[config.mk]
export PLATFORM = sky130hd
export DESIGN_NAME = ext_bus_responder_flat
export DESIGN_NICKNAME = d
export VERILOG_FILES = /design/src/rtl/ext_bus_responder_if.sv /design/src/rtl/ext_bus_responder.sv /design/src/flat_wrapper.sv
export SDC_FILE = /design/constraint.sdc
export NUM_CORES = 1
export LEC_CHECK = 0
export CAP_MARGIN = 20
export CORE_ASPECT_RATIO = 0.8
export CORE_UTILIZATION = 51
export CTS_CLUSTER_DIAMETER = 50
export DETAILED_ROUTE_END_ITERATION = 6
export PLACE_DENSITY = 0.81
export RECOVER_POWER = 50
export SLEW_MARGIN = 25
export SYNTH_ARGS = -nofsm -noshare
export SYNTH_HDL_FRONTEND = slang
export SYNTH_SLANG_ARGS = --single-unit
[constraint.sdc]
create_clock -name wb_clk_i -period 3.4 [get_ports wb_clk_i]
set_input_delay 0.51 -clock wb_clk_i [delete_from_list [all_inputs] [get_ports wb_clk_i]]
set_output_delay 0.51 -clock wb_clk_i [all_outputs]
set_load 0.1 [all_outputs]
[src/rtl/ext_bus_responder_if.sv]
`default_nettype none
// ============================================================================
//  Module : ext_bus_responder_if
//  Brief  : Signal bundle for the ext_bus_responder. It carries the 8-bit
//           byte-serial external bus (outbound request bytes from the core,
//           inbound response bytes to the core) and the classic Wishbone
//           master port that the responder drives.
//  Ports  : ob_data/ob_pty      request byte + odd parity (core -> responder)
//           ib_data/ib_pty      response byte + odd parity (responder -> core)
//           wbm_*               Wishbone master signals (responder side)
//  Modports:
//           slave  - used by the responder (receives requests, drives WB)
//           master - used by the core side / bus model (sends requests,
//                    acts as the Wishbone slave)
//  Rev    : 1.0  initial release
// ============================================================================
interface ext_bus_responder_if;
   logic [7:0]  ob_data;
   logic        ob_pty;
   logic [7:0]  ib_data;
   logic        ib_pty;
   logic        wbm_cyc_o;
   logic        wbm_stb_o;
   logic        wbm_we_o;
   logic [3:0]  wbm_sel_o;
   logic [31:0] wbm_adr_o;
   logic [31:0] wbm_dat_o;
   logic [31:0] wbm_dat_i;
   logic        wbm_ack_i;
   logic        wbm_err_i;

   modport slave (
      input  ob_data, ob_pty, wbm_dat_i, wbm_ack_i, wbm_err_i,
      output ib_data, ib_pty, wbm_cyc_o, wbm_stb_o, wbm_we_o,
             wbm_sel_o, wbm_adr_o, wbm_dat_o
   );

   modport master (
      output ob_data, ob_pty, wbm_dat_i, wbm_ack_i, wbm_err_i,
      input  ib_data, ib_pty, wbm_cyc_o, wbm_stb_o, wbm_we_o,
             wbm_sel_o, wbm_adr_o, wbm_dat_o
   );
endinterface
`default_nettype wire

[src/rtl/ext_bus_responder.sv]
`default_nettype none
// ============================================================================
//  Module : ext_bus_responder
//  Brief  : Target-side endpoint of the 8-bit external bus. Receives
//           byte-serial request frames (parity checked per byte), runs one
//           classic Wishbone cycle per valid frame and returns a byte-serial
//           response frame. Runs entirely in the bus clock domain.
//  Ports  : wb_clk_i       clock (same net as the core's oib_clk)
//           wb_rst_i       synchronous active-high reset
//           bus            ext_bus_responder_if.slave (ext bus + WB master)
//           pty_err_cnt    saturating count of bad-parity request bytes
//           proto_err_cnt  saturating count of protocol errors
//  Params : TIMEOUT        WB cycles without ack/err before abort (1..65535)
//  Rev    : 1.0  initial release
// ============================================================================
module ext_bus_responder #(
   parameter int unsigned TIMEOUT = 255
) (
   input  logic                    wb_clk_i,
   input  logic                    wb_rst_i,
   ext_bus_responder_if.slave      bus,
   output logic [7:0]              pty_err_cnt,
   output logic [7:0]              proto_err_cnt
);

   typedef enum logic [2:0] {
      RX_HDR  = 3'd0,
      RX_ADDR = 3'd1,
      RX_DATA = 3'd2,
      WB      = 3'd3,
      TX_HDR  = 3'd4,
      TX_DATA = 3'd5
   } state_t;

   localparam logic [7:0]  RSP_RD  = 8'h80;
   localparam logic [7:0]  RSP_WR  = 8'h81;
   localparam logic [7:0]  RSP_ERR = 8'hC0;
   // Counter value seen at the edge that must abort: cyc stays high for
   // exactly TIMEOUT cycles.
   localparam logic [15:0] TO_LAST = 16'(TIMEOUT - 1);

   state_t      state_q, state_d;
   logic [1:0]  cnt_q, cnt_d;
   logic        we_q, we_d;
   logic [3:0]  sel_q, sel_d;
   logic [31:0] adr_q, adr_d;
   logic [31:0] dat_q, dat_d;        // write data, later reused for read data
   logic        frame_err_q, frame_err_d;
   logic [15:0] to_cnt_q, to_cnt_d;
   logic [7:0]  ib_data_q, ib_data_d;
   logic        ib_pty_q, ib_pty_d;
   logic [7:0]  pty_cnt_q, pty_cnt_d;
   logic [7:0]  proto_cnt_q, proto_cnt_d;

   logic        byte_good;
   logic        byte_idle;
   logic        pty_inc;
   logic        proto_inc;
   logic        frame_bad;
   logic [1:0]  cnt_inc;
   logic        in_wb;

   assign byte_good = ^{bus.ob_data, bus.ob_pty};
   assign byte_idle = (bus.ob_data == 8'h00);
   assign cnt_inc   = cnt_q + 2'd1;
   assign in_wb     = (state_q == WB);
   // Includes the byte being sampled now, so the 4th byte can still abort.
   assign frame_bad = frame_err_q | ~byte_good;

   always_comb begin
      state_d     = state_q;
      cnt_d       = cnt_q;
      we_d        = we_q;
      sel_d       = sel_q;
      adr_d       = adr_q;
      dat_d       = dat_q;
      frame_err_d = frame_err_q;
      to_cnt_d    = to_cnt_q;
      ib_data_d   = ib_data_q;
      pty_inc     = 1'b0;
      proto_inc   = 1'b0;

      case (state_q)
         RX_HDR: begin
            if (!byte_good) begin
               pty_inc = 1'b1;
            end else if (bus.ob_data[7]) begin
               if (bus.ob_data[5:4] != 2'b00) begin
                  proto_inc = 1'b1;
               end else begin
                  we_d        = bus.ob_data[6];
                  sel_d       = bus.ob_data[3:0];
                  cnt_d       = 2'd0;
                  frame_err_d = 1'b0;
                  state_d     = RX_ADDR;
               end
            end
         end

         RX_ADDR, RX_DATA: begin
            if (state_q == RX_ADDR) begin
               adr_d[{cnt_q, 3'b000} +: 8] = bus.ob_data;
            end else begin
               dat_d[{cnt_q, 3'b000} +: 8] = bus.ob_data;
            end
            if (!byte_good) begin
               pty_inc     = 1'b1;
               frame_err_d = 1'b1;
            end
            cnt_d = cnt_inc;
            if (cnt_q == 2'd3) begin
               if (frame_bad) begin
                  // Corrupted frame never reaches the bus.
                  ib_data_d = RSP_ERR;
                  state_d   = TX_HDR;
               end else if ((state_q == RX_ADDR) && we_q) begin
                  state_d = RX_DATA;
               end else begin
                  to_cnt_d = 16'd0;
                  state_d  = WB;
               end
            end
         end

         WB: begin
            to_cnt_d = to_cnt_q + 16'd1;
            // err has priority over a simultaneous ack.
            if (bus.wbm_err_i || (to_cnt_q == TO_LAST)) begin
               ib_data_d = RSP_ERR;
               state_d   = TX_HDR;
            end else if (bus.wbm_ack_i) begin
               if (we_q) begin
                  ib_data_d = RSP_WR;
               end else begin
                  dat_d     = bus.wbm_dat_i;
                  ib_data_d = RSP_RD;
               end
               state_d = TX_HDR;
            end
         end

         TX_HDR: begin
            if (ib_data_q == RSP_RD) begin
               ib_data_d = dat_q[7:0];
               cnt_d     = 2'd0;
               state_d   = TX_DATA;
            end else begin
               ib_data_d = 8'h00;
               state_d   = RX_HDR;
            end
         end

         TX_DATA: begin
            // cnt_q is the index of the byte currently on ib_data.
            if (cnt_q == 2'd3) begin
               ib_data_d = 8'h00;
               state_d   = RX_HDR;
            end else begin
               ib_data_d = dat_q[{cnt_inc, 3'b000} +: 8];
               cnt_d     = cnt_inc;
            end
         end

         default: begin
            ib_data_d = 8'h00;
            state_d   = RX_HDR;
         end
      endcase

      // Bytes arriving while busy are dropped but still accounted for.
      if ((state_q == WB) || (state_q == TX_HDR) || (state_q == TX_DATA)) begin
         if (!byte_good) begin
            pty_inc = 1'b1;
         end else if (!byte_idle) begin
            proto_inc = 1'b1;
         end
      end
   end

   assign ib_pty_d    = ~^ib_data_d;
   assign pty_cnt_d   = (pty_inc && (pty_cnt_q != 8'hFF))   ? pty_cnt_q + 8'd1   : pty_cnt_q;
   assign proto_cnt_d = (proto_inc && (proto_cnt_q != 8'hFF)) ? proto_cnt_q + 8'd1 : proto_cnt_q;

   always_ff @(posedge wb_clk_i) begin
      if (wb_rst_i) begin
         state_q     <= RX_HDR;
         cnt_q       <= 2'd0;
         we_q        <= 1'b0;
         sel_q       <= 4'h0;
         adr_q       <= 32'h0;
         dat_q       <= 32'h0;
         frame_err_q <= 1'b0;
         to_cnt_q    <= 16'd0;
         ib_data_q   <= 8'h00;
         ib_pty_q    <= 1'b1;
         pty_cnt_q   <= 8'h00;
         proto_cnt_q <= 8'h00;
      end else begin
         state_q     <= state_d;
         cnt_q       <= cnt_d;
         we_q        <= we_d;
         sel_q       <= sel_d;
         adr_q       <= adr_d;
         dat_q       <= dat_d;
         frame_err_q <= frame_err_d;
         to_cnt_q    <= to_cnt_d;
         ib_data_q   <= ib_data_d;
         ib_pty_q    <= ib_pty_d;
         pty_cnt_q   <= pty_cnt_d;
         proto_cnt_q <= proto_cnt_d;
      end
   end

   // Master outputs are forced low outside the bus cycle so the slave only
   // ever sees a fully formed request.
   assign bus.wbm_cyc_o = in_wb;
   assign bus.wbm_stb_o = in_wb;
   assign bus.wbm_we_o  = in_wb & we_q;
   assign bus.wbm_sel_o = in_wb ? sel_q : 4'h0;
   assign bus.wbm_adr_o = in_wb ? adr_q : 32'h0;
   assign bus.wbm_dat_o = (in_wb && we_q) ? dat_q : 32'h0;
   assign bus.ib_data   = ib_data_q;
   assign bus.ib_pty    = ib_pty_q;
   assign pty_err_cnt   = pty_cnt_q;
   assign proto_err_cnt = proto_cnt_q;

endmodule
`default_nettype wire
[src/flat_wrapper.sv]
// flat-port wrapper written by rule: the top's interface ports become plain ports
module ext_bus_responder_flat 
#(
   parameter int unsigned TIMEOUT = 255
)
  (wb_clk_i, wb_rst_i, pty_err_cnt, proto_err_cnt, bus_ob_data, bus_ob_pty, bus_wbm_dat_i, bus_wbm_ack_i, bus_wbm_err_i, bus_ib_data, bus_ib_pty, bus_wbm_cyc_o, bus_wbm_stb_o, bus_wbm_we_o, bus_wbm_sel_o, bus_wbm_adr_o, bus_wbm_dat_o);
  ext_bus_responder_if bus_i ();
  input  logic wb_clk_i;
  input  logic wb_rst_i;
  output logic [7:0] pty_err_cnt;
  output logic [7:0] proto_err_cnt;
  input wire logic [$bits(bus_i.ob_data)-1:0] bus_ob_data;
  input wire logic [$bits(bus_i.ob_pty)-1:0] bus_ob_pty;
  input wire logic [$bits(bus_i.wbm_dat_i)-1:0] bus_wbm_dat_i;
  input wire logic [$bits(bus_i.wbm_ack_i)-1:0] bus_wbm_ack_i;
  input wire logic [$bits(bus_i.wbm_err_i)-1:0] bus_wbm_err_i;
  output wire logic [$bits(bus_i.ib_data)-1:0] bus_ib_data;
  output wire logic [$bits(bus_i.ib_pty)-1:0] bus_ib_pty;
  output wire logic [$bits(bus_i.wbm_cyc_o)-1:0] bus_wbm_cyc_o;
  output wire logic [$bits(bus_i.wbm_stb_o)-1:0] bus_wbm_stb_o;
  output wire logic [$bits(bus_i.wbm_we_o)-1:0] bus_wbm_we_o;
  output wire logic [$bits(bus_i.wbm_sel_o)-1:0] bus_wbm_sel_o;
  output wire logic [$bits(bus_i.wbm_adr_o)-1:0] bus_wbm_adr_o;
  output wire logic [$bits(bus_i.wbm_dat_o)-1:0] bus_wbm_dat_o;
  assign bus_i.ob_data = bus_ob_data;
  assign bus_i.ob_pty = bus_ob_pty;
  assign bus_i.wbm_dat_i = bus_wbm_dat_i;
  assign bus_i.wbm_ack_i = bus_wbm_ack_i;
  assign bus_i.wbm_err_i = bus_wbm_err_i;
  assign bus_ib_data = bus_i.ib_data;
  assign bus_ib_pty = bus_i.ib_pty;
  assign bus_wbm_cyc_o = bus_i.wbm_cyc_o;
  assign bus_wbm_stb_o = bus_i.wbm_stb_o;
  assign bus_wbm_we_o = bus_i.wbm_we_o;
  assign bus_wbm_sel_o = bus_i.wbm_sel_o;
  assign bus_wbm_adr_o = bus_i.wbm_adr_o;
  assign bus_wbm_dat_o = bus_i.wbm_dat_o;
  ext_bus_responder #(.TIMEOUT(TIMEOUT)) u_core (.wb_clk_i(wb_clk_i), .wb_rst_i(wb_rst_i), .bus(bus_i), .pty_err_cnt(pty_err_cnt), .proto_err_cnt(proto_err_cnt));
endmodule
## Word-level counts from Yosys, hierarchy flattened

Index checks and enable logic that the tools add are counted.

| cells by class | value |
|---|---|
| add/sub/neg operators | 5 |
| equality and inequality tests | 25 |
| shift-type cells | 3 |
| muxes and demuxes | 55 |
| bitwise operators | 4 |
| reductions and logical operators | 24 |

Operators by type and width:

| cell | count |
|---|---|
| $mux W32 | 6 |
| $bwmux W32 | 2 |
| $pmux W32 S2 | 1 |
| $mux W16 | 3 |
| $mux W8 | 6 |
| $pmux W8 S5 | 1 |
| $pmux W16 S2 | 1 |
| $shift A8 B7 Y32 const A | 1 |
| $shiftx A32 B6 Y8 | 1 |
| $shiftx A8 B7 Y32 | 1 |
| $mux W3 | 9 |
| $ne A2 B2 Y1 const B | 10 |
| $mux W1 | 17 |
| $add A16 B1 Y16 const B | 1 |
| $add A8 B1 Y8 const B | 2 |
| $eq A16 B8 Y1 const B | 1 |
| $ne A8 B8 Y1 const B | 2 |
| $pmux W3 S5 | 1 |
| $reduce_and A6 Y1 | 2 |
| $mux W2 | 5 |
| $reduce_and A5 Y1 | 2 |
| $reduce_xor A9 Y1 | 1 |
| $eq A8 B8 Y1 const B | 1 |
| $logic_not A8 Y1 | 1 |
| 24 further kinds | 38 |

| storage, ports and cells | value |
|---|---|
| register bits after elaboration | 116 |
| input port bits | 45 |
| logic and storage cells | 128 |

## Depth between registers and ports, before layout

| logic depth | value |
|---|---|
| word-level depth | 9 |
| gate-level depth with buffers | 11 |
| mapped depth without buffers | 10 |

## Least setup slack after synthesis

Ideal clock, no wire load.

| timing | value |
|---|---|
| path type | flip-flop to output port |
| start point | register u_core.state_q[2] |
| end point | output port bus_wbm_adr_o[25] |
| data arrival time | 2953 ps |
| path slack | -63 ps |
| stages on the path, launching flop included | 7 |
| buffers on the path | 3 |
| cells stage by stage | dfxtp_1 -> buf_2 -> nand3b_1 -> inv_2 -> clkbuf_1 -> clkbuf_1 -> and2_1 |

| between the ends | value |
|---|---|
| cells in the longest elaborated chain, start to end | 2 |

Ends and longest elaborated chain:

| item | RTL line | text |
|---|---|---|
| start, declared | ext_bus_responder.sv:42 | `state_t state_q, state_d;` |
| start signal, assigned | ext_bus_responder.sv:199 | `state_q <= state_d;` |
| $eq A3 B2 Y1 | ext_bus_responder.sv:66 | `assign in_wb = (state_q == WB);` |
| net bus_wbm_cyc_o | flat_wrapper.sv:19 | `output wire logic [$bits(bus_i.wbm_cyc_o)-1:0] bus_wbm_cyc_o;` |
| $mux W32 | ext_bus_responder.sv:220 | `assign bus.wbm_adr_o = in_wb ? adr_q : 32'h0;` |
| end, declared | flat_wrapper.sv:23 | `output wire logic [$bits(bus_i.wbm_adr_o)-1:0] bus_wbm_adr_o;` |

The timed path passes the listed nets, and every way through them passes these cells.

## Worst setup path in the final report

| timing | value |
|---|---|
| start point | register u_core.cnt_q[1] |
| end point | register u_core.ib_pty_q, in the netlist u_core.bus.ib_pty |

| between the ends | value |
|---|---|
| cells in the longest elaborated chain, start to end | 5 |
| elaborated cells on any way between the ends | 7 |
| those cells by class | add/sub (1); eq/ne (1); shift (1); mux (3); reduce/logical (1) |

Ends and longest elaborated chain:

| item | RTL line | text |
|---|---|---|
| start, declared | ext_bus_responder.sv:43 | `logic [1:0] cnt_q, cnt_d;` |
| start signal, assigned | ext_bus_responder.sv:200 | `cnt_q <= cnt_d;` |
| $add A2 B1 Y2 | ext_bus_responder.sv:65 | `assign cnt_inc = cnt_q + 2'd1;` |
| $shiftx A32 B6 Y8 | ext_bus_responder.sv:159 | `ib_data_d = dat_q[{cnt_inc, 3'b000} +: 8];` |
| $mux W8 | ext_bus_responder.sv:155 | `if (cnt_q == 2'd3) begin` |
| $pmux W8 S5 * | ext_bus_responder.sv:83 | `case (state_q)` |
| $reduce_xnor A8 Y1 * | ext_bus_responder.sv:180 | `assign ib_pty_d = ~^ib_data_d;` |
| end signal, assigned | ext_bus_responder.sv:208 | `ib_pty_q <= ib_pty_d;` |
| end, declared | ext_bus_responder.sv:51 | `logic ib_pty_q, ib_pty_d;` |

Every way passes the cells marked *; elsewhere a longest branch is shown, timed or not.
A chain may end at the register's enable or synchronous reset.

==> flow_metrics.env <==
export IMPL_status="finished, violations left"
export IMPL_violations="DRC"
export IMPL_gp_congestion=0.908
export IMPL_ctsResizeCount=0
export IMPL_synthDistinctLibCells=62
export IMPL_diodes=0
export IMPL_core_um2=11600
export IMPL_dp_slack_ns=0.177
export IMPL_power_density_nw_per_um2=485
export IMPL_grt_pass1_vias=6217
export IMPL_post_cts_buffers=0
export IMPL_hold_viol=0
export IMPL_drc=16
export IMPL_seq_area_um2=2320
export IMPL_syn_area_per_cell_um2=8.30
export IMPL_ys_async_sr_fraction_pct=0
export IMPL_fin_crit_sh_pct=93.9
export IMPL_synthCells=741
export IMPL_grtUsageMet1_pct=40.3
export IMPL_postRouteWirelength_um=20100
export IMPL_end_kind="register"
export IMPL_grt_max_degree=93
export IMPL_pin_count=141
export IMPL_nets=920
export IMPL_antenna_found_initial=1
export IMPL_tritoncts="done"
export IMPL_cts_root_buf="clkbuf_16"
export IMPL_p_leak_nw=3.42
export IMPL_ys_seq_area_share_pct=37.8
export IMPL_busiest_layer="met2"
export IMPL_drt_first_pass_iters=7
export IMPL_synth_fp_nets=795
export IMPL_die_w_um=125
export IMPL_clock_latency_ns=0.42
export IMPL_syn_area_um2=6150
export IMPL_track_usage_pct=32.8
export IMPL_finalSetupViolations=0
export IMPL_die_h_um=100
export IMPL_rows=35
export IMPL_fmax_ghz=0.313
export IMPL_io_buffers=140
export IMPL_synth_simple_gate_area_share_pct=26.0
export IMPL_grt_pass1_wl_um=32100
export IMPL_dp_hpwl_um=13800
export IMPL_drive_gt1_share_pct=15.7
export IMPL_synth_ff_type="dfxtp_1"
export IMPL_synth_seq_cells=116
export IMPL_numCtsBuffers=17
export IMPL_cap_violations=0
export IMPL_path_clk_slew_ns=0.06
export IMPL_crit_required_ns=3.76
export IMPL_rsz0062_at_grt="false"
export IMPL_viasPerCell=6.18
export IMPL_synth_edff_count=0
export IMPL_drv_slew=0
export IMPL_met3_usage_pct=8.90
export IMPL_synth_adder_area_share_pct=1.99
export IMPL_fillers=740
export IMPL_clkSinkCount=116
export IMPL_dieArea_um2=12500
export IMPL_hold_path_class="input port to register"
export IMPL_wl_per_cell_um=19.6
export IMPL_area_growth_pct=46.7
export IMPL_synth_compound_area_share_pct=19.7
export IMPL_finalClockSkew_ns=0.00674
export IMPL_grt_overflow_total=0
export IMPL_synth_top_family_by_area="simple AND/OR/NAND/NOR gates"
export IMPL_fin_ws_ns=0.206
export IMPL_start_kind="register"
export IMPL_finalCriticalPeriod_ns=3.19
export IMPL_initialDrtViolationCount=787
export IMPL_synth_xor_area_share_pct=5.76
export IMPL_detail_route_antenna_nets=0
export IMPL_max_clock_path_buffers=2
export IMPL_synth_warnings=0
export IMPL_final_common_cell="dfxtp_1"
export IMPL_cts_hold_buf=0
export IMPL_cts_max_level=4
export IMPL_start_util_pct=52.8
export IMPL_crit_fanout=13
export IMPL_met2_usage_pct=54.1
export IMPL_multi_input_area_um2=3540
export IMPL_worst_pin_slew_ns=1.06
export IMPL_slew_headroom_pct=29.0
export IMPL_synthMuxAreaShare_pct=4.40
export IMPL_arrival_ns=3.55
export IMPL_vias=6345
export IMPL_ir_worst_vdd_v=0.000413
export IMPL_layout_common_cells="dfxtp_1, nor2_1, buf_12"
export IMPL_fin_tns_setup_ns=0
export IMPL_crit_type="register to register"
-- layout make-up --
type | instances | share of cell area [%]
clock buffer | 18 | 4.87
clock inverter | 14 | 2.48
inverter | 10 | 0.416
multi-input combinational | 557 | 39.2
sequential | 116 | 25.8
tap | 148 | 2.05
timing repair buffer | 164 | 25.2
-- final timing paths --
check | startpoint | endpoint | slack, ns | cells after the start
worst min-delay path | wb_rst_i | u_core.bus.ib_data[5]$_SDFF_PP0_ | 0.32 | 2
worst max-delay path | u_core.cnt_q[1]$_SDFFE_PP0P_ | u_core.bus.ib_pty$_SDFF_PP1_ | 0.21 | 9
worst max register to register | u_core.cnt_q[1]$_SDFFE_PP0P_ | u_core.bus.ib_pty$_SDFF_PP1_ | 0.21 | 9
worst min register to register | u_core.adr_q[16]$_SDFFE_PP0P_ | u_core.adr_q[16]$_SDFFE_PP0P_ | 0.45 | 2
-- synthesized netlist by cell type, drive strengths merged (10+ instances only) --
| master | number | area (um2) |
|---|---|---|
| a211oi | 35 | 263 |
| inv | 10 | 37.5 |
| and2 | 43 | 269 |
| a22oi | 40 | 300 |
| xnor2 | 16 | 163 |
| o21ai | 16 | 83.8 |
| dfxtp | 116 | 2320 |
| nor2 | 96 | 360 |
| nand2 | 56 | 210 |
| a21oi | 48 | 240 |
| xor2 | 14 | 123 |
| nand3 | 35 | 180 |
| and3 | 43 | 269 |
| clkbuf | 49 | 184 |
-- flip-flops by register name, summed over array words and instances (netlist names) --
signal	cells
u_core.adr_q	32
u_core.dat_q	32
u_core.to_cnt_q	16
u_core.bus.ib_data	8
u_core.proto_err_cnt	8
u_core.pty_err_cnt	8
u_core.sel_q	4
u_core.state_q	3
u_core.cnt_q	2
u_core.bus.ib_pty	1
u_core.frame_err_q	1
u_core.we_q	1
-- critical path, stage by stage (launching register included) --
cell	delay, ns
dfxtp_1	0.42
inv_1	0.11
ha_1	0.59
mux4_2	0.39
a221oi_1	0.51
xnor2_1	0.19
a311oi_2	0.31
xnor3_1	0.39
a21o_1	0.16
nand3_1	0.07
-- metrics by stage --
stage                     instances  total power (W)  util (%)  instance area, um2  hold WS, ns
after floorplan                 741          0.00213         -                6150        0.427
after global placement          995          0.00235      72.1                8400        0.434
after detailed placement        995          0.00239      72.1                8400        0.442
after CTS                      1027          0.00438      77.8                9060        0.321
after global routing           1027          0.00451      77.5                9020        0.342
final                          1027          0.00437      77.5                9020        0.325
-- kinds of logic after synthesis --
group	Yosys count
AO/OA/AOI/OAI	176
XOR/XNOR	33
adder cells (fa/ha/maj)	10
buffers and inverters	68
flip-flops	116
multiplexers	17
AND/OR/NAND/NOR	321
-- layer usage --
metal	up-vias	wire [um]
met1	2981	8020
li1	2927	-
met3	62	2000
met5	-	11
met4	2	609
met2	373	9500
-- where the power goes --
group	internal [W]	switching [W]	leakage [nW]
sequential	0.00143	0.0000885	0.936
clock	0.00133	0.000672	0.310
combinational	0.000303	0.000555	2.18
Note: power is estimated with default switching activity, not from simulation.
